<file path="config.mk">
export PLATFORM = sky130hd
export DESIGN_NAME = spi_master_tx
export DESIGN_NICKNAME = d
export VERILOG_FILES = /design/src/rtl/spi_master_pkg.sv /design/src/rtl/spi_master_tx.sv
export SDC_FILE = /design/constraint.sdc
export NUM_CORES = 1
export LEC_CHECK = 0
export BUFFER_PORTS_ARGS = -buffer_cell sky130_fd_sc_hd__buf_4
export CORE_UTILIZATION = 30
export DETAILED_ROUTE_END_ITERATION = 12
export GPL_TIMING_DRIVEN = 0
export PLACE_DENSITY_LB_ADDON = 0.1
export SYNTH_ARGS = -nofsm -noshare
export SYNTH_HDL_FRONTEND = slang
export SYNTH_SLANG_ARGS = --single-unit
export TNS_END_PERCENT = 30
</file>
<file path="constraint.sdc">
create_clock -name clk -period 3.5 [get_ports clk]
set_input_delay 0.35 -clock clk [delete_from_list [all_inputs] [get_ports clk]]
set_output_delay 0.35 -clock clk [all_outputs]
set_load 0.005 [all_outputs]
</file>
<file path="src/rtl/spi_master_pkg.sv">
// Shared types and constants for the SPI master datapath blocks.
package spi_master_pkg;

  typedef enum logic [1:0] {
    IDLE      = 2'd0,
    TRANSMIT  = 2'd1,
    WAIT_FIFO = 2'd2
  } tx_state_t;

  localparam int SPI_WORD_BITS       = 32;
  localparam int SPI_QUAD_WORD_EDGES = 8;
  localparam int SPI_CNT_W           = 16;
  localparam logic [SPI_CNT_W-1:0] SPI_CNT_RST = 16'd8;

  // Reverse byte order so that byte 0 of the FIFO word leaves the shifter first.
  function automatic logic [SPI_WORD_BITS-1:0] byte_swap(input logic [SPI_WORD_BITS-1:0] w);
    return {w[7:0], w[15:8], w[23:16], w[31:24]};
  endfunction

endpackage

</file>
<file path="src/rtl/spi_master_tx.sv">
// SPI master transmit datapath: serializes TX FIFO words onto one (standard) or four (quad) lanes.
module spi_master_tx
  import spi_master_pkg::*;
#(
  parameter int ENDIAN = 0
) (
  input  logic                 clk,
  input  logic                 rstn,
  input  logic                 en,
  input  logic                 tx_edge,
  output logic                 tx_done,
  output logic                 sdo0,
  output logic                 sdo1,
  output logic                 sdo2,
  output logic                 sdo3,
  input  logic                 en_quad_in,
  input  logic [SPI_CNT_W-1:0] counter_in,
  input  logic                 counter_in_upd,
  input  logic [31:0]          data,
  input  logic                 data_valid,
  output logic                 data_ready,
  output logic                 clk_en_o
);

  tx_state_t            state;
  logic [SPI_CNT_W-1:0] counter;
  logic [SPI_CNT_W-1:0] counter_trgt;
  logic [31:0]          sreg;

  logic        reg_done;
  logic        accept;
  logic [31:0] load_word;
  logic [31:0] shifted;

  assign reg_done = (!en_quad_in && counter[4:0] == 5'(SPI_WORD_BITS - 1)) ||
                    ( en_quad_in && counter[2:0] == 3'(SPI_QUAD_WORD_EDGES - 1));
  assign tx_done  = (state == TRANSMIT) && tx_edge && (counter == counter_trgt - 1'b1);

  assign load_word = (ENDIAN != 0) ? data : byte_swap(data);
  assign shifted   = en_quad_in ? {sreg[27:0], 4'b0000} : {sreg[30:0], 1'b0};
  assign accept    = data_valid && data_ready;

  assign sdo0 = en_quad_in ? sreg[28] : sreg[31];
  assign sdo1 = en_quad_in & sreg[29];
  assign sdo2 = en_quad_in & sreg[30];
  assign sdo3 = en_quad_in & sreg[31];

  // NOTE: every output gets a default before the case so no path leaves it unassigned (no latches).
  always_comb begin
    data_ready = 1'b0;
    clk_en_o   = 1'b0;
    case (state)
      // rstn gating keeps data_ready low while reset is held, even with en high.
      IDLE: data_ready = en && rstn;
      TRANSMIT: begin
        clk_en_o = 1'b1;
        if (tx_edge && !tx_done && reg_done) begin
          data_ready = 1'b1;
          // Stop the SPI clock in the same cycle the FIFO is found empty.
          if (!data_valid) clk_en_o = 1'b0;
        end
      end
      WAIT_FIFO: data_ready = 1'b1;
      default: begin
        data_ready = 1'b0;
        clk_en_o   = 1'b0;
      end
    endcase
  end

  // NOTE: sequential state uses non-blocking assignments so later writes in the block override earlier ones cleanly.
  always_ff @(posedge clk or negedge rstn) begin
    if (!rstn) begin
      state        <= IDLE;
      counter      <= '0;
      counter_trgt <= SPI_CNT_RST;
      sreg         <= '0;
    end else begin
      if (counter_in_upd)
        counter_trgt <= en_quad_in ? {2'b00, counter_in[15:2]} : counter_in;

      case (state)
        IDLE: begin
          if (accept) begin
            sreg    <= load_word;
            counter <= '0;
            state   <= TRANSMIT;
          end
        end
        TRANSMIT: begin
          if (tx_edge) begin
            counter <= counter + 1'b1;
            sreg    <= shifted;
            if (tx_done) begin
              counter <= '0;
              state   <= IDLE;
            end else if (reg_done) begin
              if (data_valid) sreg  <= load_word;
              else            state <= WAIT_FIFO;
            end
          end
        end
        WAIT_FIFO: begin
          // counter is kept so the bit count continues across the stall.
          if (data_valid) begin
            sreg  <= load_word;
            state <= TRANSMIT;
          end
        end
        default: state <= IDLE;
      endcase
    end
  end

endmodule

</file>
==> results by group <==
Power
  – Lkg Pwr: 0.00248 uW
  – Overall power: 3530 uW
  – Power density cells: 599 mW/mm2
  – Peak supply drop: 0.000284 V

Cells and area
  – Diode count: 0
  – Fin cells: 850
  – Fin util: 0.383
  – Filler cells: 1,598
  – Multi-input logic area: 0.00293 mm2
  – # nets final: 693
  – Synthesis-to-layout area growth: 23.5%
  – Sequential Area: 0.00165 mm2
  – Fin area: 0.00589 mm2
  – Layout cells sized above 1: 0.171

GRT
  – Gr usage total: 0.185
  – Initial antenna violation count: 0
  – First-pass GRT wire length: 23,500 um
  – GR Overflow Total: 0
  – Largest net degree at the start of global routing: 70
  – Vias in the first global route: 4,447

Floorplan
  – Die area: 0.0164 mm2
  – Row cnt: 45
  – Core area: 0.0154 mm2
  – Chip height: 128 um
  – Top-Level Pins: 62
  – DIE WIDTH: 128 um
  – Initial Utilization: 0.310

Timing
  – Setup-failing EPs final: 0
  – Clock skew: 4.23 ps
  – Final Hold Viols: 0
  – F_max: 297 MHz
  – RSZ-0062 raised after global routing: true
  – Max-slew violations: 0
  – Crit share post-route: 0.961
  – Worst slew pin tran: 943 ps
  – Period minus WS final: 3360 ps
  – Worst slew margin: 0.371

Clock tree
  – Htree depth: 3
  – Hold bufs inserted after CTS: 0
  – CTS Buf Count: 9
  – CTS root buf: clkbuf_16
  – Maximum clock path buffer count: 2
  – Clock sinks: 66
  – CTS clk-pin slew, worst paths: 60 ps
  – CTS tree: built
  – Clk_lat worst skew: 340 ps

Critical path
  – Top cell by count, worst path: buf_6
  – CP max-delay cell: or4_4
  – RR Startpoint: counter_trgt[2]$_DFFE_PN0P_
  – Slowest stage delay, CP: 470 ps
  – Worst endpoint required time: 3150 ps
  – Worst setup SP type: register
  – R2r setup slk: 190 ps
  – Critical Path End Type: output port
  – CP arrival: 3010 ps
  – Reg2reg end: sreg[30]$_DFFE_PN0P_
  – CP Class: reg2out
  – Reg2reg path depth: 12
  – CP Cell Sequence: buf_6 -> or4_4 -> buf_6 -> nor4_4 -> buf_4 -> mux2i_4 -> o31ai_4 -> a2111o_1 -> buf_12 -> a31oi_4 -> buf_6
  – Crit Path Max Fanout: 8

Drt
  – DRC Markers: 0
  – Avg Vias per Cell: 5.19
  – Initial DRC Count: 221
  – Post-route ant nets: 0
  – Routed vias: 4,413
  – Wire length per cell: 16.6 um
  – Routed WL: 14,100 um
  – First-pass DRT Iterations: 5

Placed design
  – PortBufs: 60
  – Hpwl dp: 10,200 um
  – Placer Congestion: 0.818
  – Dpl cells: 828
  – Placed Area: 0.00548 mm2

Yosys
  – #FFs+latches synth: 66
  – Post-Syn Instances: 557
  – Post-synthesis sequential area ratio: 0.347
  – Synth warn: 0
  – Mapped cell area: 0.00477 mm2
  – Most used flip-flop cell after synthesis: dfrtp_1
  – Post-synth EDFFs: 0
  – Syn nets: 616
  – Ys async rst share: 1.00
  – Avg Inst Size Synth: 8.56 um2
  – Yosys cell types: 59

Hold path
  – Min-Delay Path Class: in2async

Outcome
  – Status: finished, final reports clean

Run
  – Max-Cap Viols: 0
-- area by class of cell --
type,instances,area share
Sequential cell,66,0.281
Tap cell,211,0.0448
Buffer,50,0.0406
Clock inverter,5,0.00510
Timing Repair Buffer,67,0.0860
Multi-Input combinational cell,432,0.497
Clock buffer,11,0.0412
Inverter,8,0.00510
-- cells in the final DEF, fill, tap and decap left out, types with 5 or more instances in the layout --
cell,n
a21oi_1,52
a22o_1,6
a31o_1,5
and2_1,9
buf_4,66
buf_6,5
clkbuf_1,42
clkbuf_16,9
dfrtp_1,65
inv_1,8
mux2i_1,44
nand2_1,76
nand3_1,7
nand3b_1,31
nand4_1,7
nand4b_1,5
nor2_1,28
nor2b_1,5
nor3_1,8
o21ai_1,5
o22ai_1,29
o31ai_1,33
xnor2_1,14
xor2_1,7
-- report_power, final --
group	internal (uW)	switching, uW
Combinational	598	834
Clock	495	369
Sequential	1000	232
-- through the flow --
stage	setup TNS, ps	hold WS (ps)	setup slack (ps)
global route	-10.9	233	-10.9
detailed placement	-367	497	-188
finish	0	134	135
global placement	-254	501	-155
CTS	0	193	7.68
floorplan	0	54.4	441
-- worst max-delay path by stage --
stage,startpoint,end,cells past startpoint
2_1_floorplan,counter_trgt[2]$_DFFE_PN0P_,clk_en_o,10
3_3_place_gp,counter_trgt[0]$_DFFE_PN0P_,data_ready,10
3_5_place_dp,counter_trgt[0]$_DFFE_PN0P_,data_ready,10
4_1_cts,counter_trgt[2]$_DFFE_PN0P_,data_ready,11
5_1_grt,counter_trgt[2]$_DFFE_PN0P_,clk_en_o,11
6_report,counter_trgt[2]$_DFFE_PN0P_,clk_en_o,11
-- registers in the layout (all words and copies together), names as in the netlist --
register      count
counter          16
counter_trgt     16
state             2
sreg             32
-- synthesized netlist by cell type (all sizes together) (2+ instances only) --
cell / n / share of area
a21o: 3 / 0.0047
a21oi: 52 / 0.055
a22o: 6 / 0.011
a311o: 3 / 0.0063
a31o: 5 / 0.0092
a31oi: 5 / 0.0066
a32oi: 2 / 0.0037
and2: 9 / 0.012
and3: 4 / 0.0052
and3b: 2 / 0.0037
buf: 10 / 0.014
clkbuf: 41 / 0.032
dfrtp: 65 / 0.34
ha: 4 / 0.010
inv: 8 / 0.0063
mux2: 4 / 0.0094
mux2i: 45 / 0.094
nand2: 76 / 0.060
nand2b: 2 / 0.0026
nand3: 7 / 0.0073
nand3b: 31 / 0.049
nand4: 7 / 0.0092
nand4b: 5 / 0.0092
nor2: 29 / 0.023
nor2b: 5 / 0.0066
nor3: 9 / 0.010
nor4: 3 / 0.0084
nor4b: 2 / 0.0037
o211ai: 2 / 0.0042
o21a: 2 / 0.0031
o21ai: 8 / 0.0084
o22ai: 29 / 0.038
o31ai: 34 / 0.056
or3: 4 / 0.0052
or4: 2 / 0.0039
xnor2: 14 / 0.026
xor2: 7 / 0.013
-- per-layer routing --
metal / up-vias / routed length [um] / GRT usage
met5: - / 0 / 0
met1: 2107 / 6620 / 0.240
met2: 86 / 6890 / 0.314
li1: 2207 / - / -
met4: 0 / 195 / 0.0644
met3: 13 / 430 / 0.0263
-- worst max-delay path, delay by kind of cell (launching register included) --
family                 cells  cell delay (ps)
DFF                        1              370
buffers and inverters      5              740
AOI/OAI and AO/OA          3              720
muxes                      1              240
and+or+nand+nor            2              580
-- cell families (layout without fill, tap and decap cells) --
logic type / Yosys count / count (layout) / share of synthesized area
xor gates and xnor gates: 21 / 21 / 0.0386
adders and majority gates: 4 / 4 / 0.0105
buffers and inverters: 59 / 141 / 0.0522
AOI/OAI and AO/OA: 160 / 160 / 0.227
DFF: 66 / 66 / 0.347
and+or+nand+nor: 198 / 198 / 0.221
muxes: 49 / 49 / 0.104
-- timing repair --
action | in CTS | in global routing
hold endpoints to repair | 0 | 0
setup endpoints to repair | 11 | 7
resized for setup | 8 | 9
setup buffers | 2 | 5
pin swaps | 2 | 4
Power figures use the tool's default switching activity.
